## src/rtl/qei_multi.sv

```systemverilog
// Multi-channel quadrature encoder interface.
// Each channel synchronises and glitch-filters A/B/Z, decodes A/B at 4x into a wrapping
// position counter, captures or zeroes the position on the index edge, flags illegal
// A/B jumps, and measures signed edge counts over a shared velocity window.
module qei_multi #(
    parameter int unsigned N_CH     = 3,
    parameter int unsigned CNT_W    = 32,
    parameter int unsigned FILT_DIV = 4,
    parameter int unsigned FILT_LEN = 3,
    parameter int unsigned VEL_WIN  = 50000,
    parameter int unsigned VEL_W    = 16
) (
    input  logic                    clk,
    input  logic                    reset,
    input  logic [N_CH-1:0]         enc_a,
    input  logic [N_CH-1:0]         enc_b,
    input  logic [N_CH-1:0]         enc_z,
    input  logic [N_CH-1:0]         clr,
    input  logic [N_CH-1:0]         idx_clr_en,
    input  logic [N_CH-1:0]         dir_inv,
    output logic [N_CH*CNT_W-1:0]   pos,
    output logic [N_CH*CNT_W-1:0]   idx_pos,
    output logic [N_CH-1:0]         idx_seen,
    output logic [N_CH-1:0]         err,
    output logic [N_CH*VEL_W-1:0]   vel,
    output logic                    vel_valid
);

    localparam int unsigned NB = 3 * N_CH;
    localparam int unsigned PW = (FILT_DIV > 1) ? $clog2(FILT_DIV) : 1;
    localparam int unsigned FW = $clog2(FILT_LEN + 1);
    localparam int unsigned WW = (VEL_WIN > 1) ? $clog2(VEL_WIN) : 1;
    // Accumulator wide enough for a full window of edges plus saturation headroom.
    localparam int unsigned AW = (($clog2(VEL_WIN + 1) > VEL_W) ? $clog2(VEL_WIN + 1) : VEL_W) + 2;
    localparam logic signed [AW-1:0] VMax = AW'((2 ** (VEL_W - 1)) - 1);
    localparam logic signed [AW-1:0] VMin = -VMax;

    // Bit layout of all filtered vectors: [A ch0..chN-1, B ch0.., Z ch0..].
    logic [NB-1:0] raw, sync1_q, sync2_q, filt_q, filt_d, filt_prev_q;
    logic [FW-1:0] fcnt_q [NB];
    logic [FW-1:0] fcnt_d [NB];
    logic [PW-1:0] pre_q;
    logic          strobe;

    logic [N_CH-1:0] inc, dec, ill, zrise;

    logic [CNT_W-1:0]       pos_q [N_CH];
    logic [CNT_W-1:0]       pos_d [N_CH];
    logic [CNT_W-1:0]       idx_pos_q [N_CH];
    logic [CNT_W-1:0]       idx_pos_d [N_CH];
    logic [N_CH-1:0]        idx_seen_q, idx_seen_d, err_q, err_d;
    logic [WW-1:0]          win_q;
    logic                   win_end;
    logic                   vel_valid_q;
    logic signed [AW-1:0]   acc_q [N_CH];
    logic signed [AW-1:0]   acc_d [N_CH];
    logic signed [AW-1:0]   sum [N_CH];
    logic [VEL_W-1:0]       vel_q [N_CH];
    logic [VEL_W-1:0]       vel_d [N_CH];

    assign raw     = {enc_z, enc_b, enc_a};
    assign strobe  = (pre_q == PW'(FILT_DIV - 1));
    assign win_end = (win_q == WW'(VEL_WIN - 1));

    // Two-flop synchroniser, shared filter prescaler and velocity window counter.
    always_ff @(posedge clk or posedge reset) begin
        if (reset) begin
            sync1_q     <= '0;
            sync2_q     <= '0;
            pre_q       <= '0;
            win_q       <= '0;
            vel_valid_q <= 1'b0;
        end else begin
            sync1_q     <= raw;
            sync2_q     <= sync1_q;
            pre_q       <= strobe ? '0 : pre_q + 1'b1;
            win_q       <= win_end ? '0 : win_q + 1'b1;
            vel_valid_q <= win_end;
        end
    end

    // Filter: count consecutive strobed samples that differ from the accepted level.
    always_comb begin
        filt_d = filt_q;
        for (int i = 0; i < NB; i++) begin
            fcnt_d[i] = fcnt_q[i];
            if (strobe) begin
                if (sync2_q[i] != filt_q[i]) begin
                    if (fcnt_q[i] == FW'(FILT_LEN - 1)) begin
                        filt_d[i] = ~filt_q[i];
                        fcnt_d[i] = '0;
                    end else begin
                        fcnt_d[i] = fcnt_q[i] + 1'b1;
                    end
                end else begin
                    fcnt_d[i] = '0;
                end
            end
        end
    end

    // Filter state and previous filtered level for edge/transition detection.
    always_ff @(posedge clk or posedge reset) begin
        if (reset) begin
            filt_q      <= '0;
            filt_prev_q <= '0;
            for (int i = 0; i < NB; i++) fcnt_q[i] <= '0;
        end else begin
            filt_q      <= filt_d;
            filt_prev_q <= filt_q;
            for (int i = 0; i < NB; i++) fcnt_q[i] <= fcnt_d[i];
        end
    end

    // 4x decode: map {A,B} onto a 2-bit phase (00,10,11,01 -> 0..3) and take the difference.
    always_comb begin
        for (int c = 0; c < N_CH; c++) begin
            logic [1:0] cur, prv, dif;
            cur = {filt_q[N_CH+c], filt_q[c] ^ filt_q[N_CH+c]};
            prv = {filt_prev_q[N_CH+c], filt_prev_q[c] ^ filt_prev_q[N_CH+c]};
            dif = cur - prv;
            ill[c]   = (dif == 2'b10);
            inc[c]   = dir_inv[c] ? (dif == 2'b11) : (dif == 2'b01);
            dec[c]   = dir_inv[c] ? (dif == 2'b01) : (dif == 2'b11);
            zrise[c] = filt_q[2*N_CH+c] & ~filt_prev_q[2*N_CH+c];
        end
    end

    // Position, index capture, sticky flags and velocity accumulation per channel.
    always_comb begin
        for (int c = 0; c < N_CH; c++) begin
            logic [CNT_W-1:0] delta;
            delta = inc[c] ? CNT_W'(1) : (dec[c] ? '1 : '0);
            pos_d[c]      = pos_q[c] + delta;
            idx_pos_d[c]  = idx_pos_q[c];
            idx_seen_d[c] = idx_seen_q[c];
            err_d[c]      = err_q[c];
            if (zrise[c]) begin
                idx_pos_d[c]  = pos_q[c];
                idx_seen_d[c] = 1'b1;
                if (idx_clr_en[c]) pos_d[c] = delta;
            end
            if (clr[c]) begin
                pos_d[c]      = delta;
                idx_seen_d[c] = 1'b0;
                err_d[c]      = 1'b0;
            end else if (ill[c]) begin
                err_d[c] = 1'b1;
            end

            sum[c]   = acc_q[c] + (inc[c] ? AW'(1) : (dec[c] ? '1 : '0));
            acc_d[c] = sum[c];
            vel_d[c] = vel_q[c];
            if (win_end) begin
                acc_d[c] = '0;
                if (sum[c] > VMax)      vel_d[c] = VMax[VEL_W-1:0];
                else if (sum[c] < VMin) vel_d[c] = VMin[VEL_W-1:0];
                else                    vel_d[c] = sum[c][VEL_W-1:0];
            end
        end
    end

    // Per-channel state registers.
    always_ff @(posedge clk or posedge reset) begin
        if (reset) begin
            idx_seen_q <= '0;
            err_q      <= '0;
            for (int c = 0; c < N_CH; c++) begin
                pos_q[c]     <= '0;
                idx_pos_q[c] <= '0;
                acc_q[c]     <= '0;
                vel_q[c]     <= '0;
            end
        end else begin
            idx_seen_q <= idx_seen_d;
            err_q      <= err_d;
            for (int c = 0; c < N_CH; c++) begin
                pos_q[c]     <= pos_d[c];
                idx_pos_q[c] <= idx_pos_d[c];
                acc_q[c]     <= acc_d[c];
                vel_q[c]     <= vel_d[c];
            end
        end
    end

    for (genvar c = 0; c < N_CH; c++) begin : g_out
        assign pos[c*CNT_W +: CNT_W]     = pos_q[c];
        assign idx_pos[c*CNT_W +: CNT_W] = idx_pos_q[c];
        assign vel[c*VEL_W +: VEL_W]     = vel_q[c];
    end
    assign idx_seen  = idx_seen_q;
    assign err       = err_q;
    assign vel_valid = vel_valid_q;

endmodule

```

## config.mk

```make
export PLATFORM = sky130hd
export DESIGN_NAME = qei_multi
export DESIGN_NICKNAME = d
export VERILOG_FILES = /design/src/rtl/qei_multi.sv
export SDC_FILE = /design/constraint.sdc
export NUM_CORES = 1
export LEC_CHECK = 0
export BUFFER_PORTS_ARGS = -buffer_cell sky130_fd_sc_hd__buf_2
export CORE_UTILIZATION = 55
export DETAILED_ROUTE_END_ITERATION = 10
export HOLD_SLACK_MARGIN = 0.02
export MAX_ROUTING_LAYER = met4
export PLACE_DENSITY = 0.76
export RECOVER_POWER = 50
export SLEW_MARGIN = 20
export SYNTH_ARGS = -nofsm -noshare
export SYNTH_HDL_FRONTEND = slang
export SYNTH_SLANG_ARGS = --single-unit
```

## constraint.sdc

```tcl
create_clock -name clk -period 15.7 [get_ports clk]
set_clock_uncertainty 0.05 [all_clocks]
set_input_delay 0.785 -clock clk [delete_from_list [all_inputs] [get_ports clk]]
set_output_delay 0.785 -clock clk [all_outputs]
set_load 0.05 [all_outputs]
```

==> results_dict.tcl <==
set metrics [dict create \
    cts_root_buffer "clkbuf_16" \
    ys_warn_count 0 \
    num-nets-final 2341 \
    grt_max_degree 167 \
    fin_crit_sh_pct 36.27 \
    critPathKind "flip-flop to flip-flop" \
    synth-compound-area-share_pct 18.28 \
    ctsResizeCount 0 \
    tns_ps 0 \
    yosys-top-cells-area "dfrtp_1, ha_1, mux2_2, o21ai_0, xnor2_1" \
    routabilityCongestion 0.9053 \
    ys_types 80 \
    ys.flop_type "dfrtp_1" \
    placeableCoreArea_um2 36520 \
    ys_ff_latch 373 \
    htree_levels 2 \
    grt_setup_unrepaired "no" \
    fin_crit_ps 5694 \
    die_h_um 194.4 \
    clock_latency_ps 560 \
    rr_worst_depth 19 \
    synth_top_area_cell "dfrtp_1" \
    numPortBuffers 266 \
    max_slew_margin_pct -287.3 \
    core.rowCount 70 \
    fmax_ghz 0.1756 \
    post-cts-setup-buffer-count 0 \
    worst_ep_required_time_ps 16080 \
    hold_path_end "sync1_q[2]" \
    fill_cells 2970 \
    grt_pass1_wl_um 74200 \
    cp-end-kind "flip-flop" \
    yosysMostFrequentCell "dfrtp_1" \
    synth-edff-count 0 \
    synth_top_family_by_area "compound AO/OA/AOI/OAI gates" \
    crit_start "filt_q[4]" \
    grt_usage_pct 24.28 \
    cts_tree "built" \
    routedWlPerCell_um 16.72 \
    gr-total-overflow 0 \
    area_growth_pct 14.64 \
    whs_path_depth 1 \
    async_flop_share_pct 100.0 \
    worstReg2RegStart "filt_q[4]" \
    syn_inst 1909 \
    yosys.area.top_type_share_pct 45.83 \
    hpwl_um 30610 \
    synth_fa_ha_area_share_pct 9.743 \
    drive_gt1_share_pct 16.66 \
    startpoint_type "flip-flop" \
    synth_area_um2 20370 \
    slew_viol_final 241 \
    antenna_found_initial 0 \
    synth-simple-area-share_pct 10.21 \
    wirelength_um 44560 \
    hold_start "enc_a[2]" \
    cts_buffers 41 \
    drcViolationCount 0 \
    clkSlewWorstSetupHoldPaths_ps 60 \
    synth_xor_area_share_pct 6.960 \
    ys_seq_area_share_pct 45.83 \
    io_pins 267 \
    antenna_left 0 \
    avgSynthCellArea_um2 10.67 \
    cts_hold_buf 0 \
    insertedDiodeCount 0 \
    violations "capacitance limit, slew limit" \
    dieArea_um2 37810 \
    worst_hold_path_type "input pin to flip-flop" \
    grt_pass1_vias 15350 \
    cts.sinks 373 \
    status "finished with violations" \
    clockBufferDepth 3 \
    synth_fp_nets 2084 \
    num_vias 15550 \
    critPathArrivalTime_ps 6080 \
    r2r-end "vel[17]" \
    worst_slew_pin_slew_ps 5778 \
    dr.pass1.iters 5 \
    crit_fanout 27 \
    die_w_um 194.4 \
    drtIter0Drc 871 \
    viasPerCell 5.834 \
    r2r_slack_ps 10010 \
    netlist_top_cells_count "dfrtp_1, o21ai_0, ha_1" \
    start_util_pct 55.77 \
    maxCapViolCount 4 \
    synthMuxAreaShare_pct 6.499 \
    hold_violations 0 \
    setup_viol 0 \
]
-- final cells by class --
cell class / instances / area, µm² / area share [%]
clock buffer: 57 / 1199 / 5.133
clock inverter: 17 / 229.0 / 0.9806
inverter: 66 / 249.0 / 1.066
multi-input combinational: 1408 / 10530 / 45.10
sequential: 373 / 9334 / 39.97
tap: 468 / 585.6 / 2.508
timing repair buffer: 276 / 1224 / 5.241
-- worst max-delay path by stage --
stage / to
2_1_floorplan: acc_q[0]
3_3_place_gp: vel[23]
3_5_place_dp: vel[17]
4_1_cts: vel[23]
5_1_grt: vel[17]
6_report: vel[17]
-- state kept, by name, summed over array words and instances (netlist names) --
signal,flops
vel,48
pre_q,2
filt_prev_q,9
err,3
vel_valid,1
filt_q,9
sync1_q,9
idx_pos,96
acc_q,54
idx_seen,3
pos,96
sync2_q,9
fcnt_q,18
win_q,16
-- cells in the final DEF (no fill, tap or decap), drive strengths merged, types with 17 or more instances in the layout --
cell type  Yosys  layout
o221a         24      24
nor2         136     136
a21o          71      71
nand2b        23      23
nand4         18      18
buf           15     126
o21a          19      19
nand3         33      33
and2          34      34
o21ai        163     163
nand2         82      82
nor3          42      42
clkbuf        47     207
dfrtp        373     373
inv           66      66
ha           149     149
o21bai        17      17
a21oi        121     121
xnor2         86      86
xor2          75      75
mux2         114     114
-- critical path, cell delays in order, from the launching register on --
cell	delay, ps
dfrtp_1	450
xnor2_1	160
ha_1	210
xor2_1	150
xnor2_1	210
xnor2_1	140
nand2_1	140
inv_1	680
buf_4	460
ha_1	360
a211oi_1	380
o21ai_0	180
a31oi_1	330
xor2_1	250
nand4b_1	140
nor3_1	190
nand4_1	130
o31a_1	300
or3_1	470
o221a_2	190
-- layer usage --
| metal | share of wire, % | vias up | global-route usage [%] |
|---|---|---|---|
| met2 | 47 | 416 | 38.40 |
| li1 | - | 7465 | - |
| met5 | 0 | - | - |
| met4 | 2.1 | 0 | 6.702 |
| met1 | 45 | 7591 | 31.91 |
| met3 | 5.6 | 76 | 4.737 |
-- metrics by stage --
stage	hold slack, ps	area (µm²)	setup WS, ps	utilization, %	instances
2_1_floorplan	281.2	20370	4506	-	1909
3_3_place_gp	284.9	22130	10190	60.60	2591
3_5_place_dp	289.7	22130	10080	60.60	2591
4_1_cts	242.4	23560	10040	64.51	2665
5_1_grt	240.1	23350	9537	63.93	2665
6_report	278.1	23350	10010	63.93	2665
-- kinds of logic after synthesis --
family | Yosys count
adders and majority gates | 155
DFF | 373
and+or+nand+nor | 427
buffers and inverters | 128
xor gates and xnor gates | 161
AOI/OAI and AO/OA | 547
muxes | 118
Power is not shown: default switching activity piles up to over one toggle a cycle in this logic, so the estimate is an artifact.
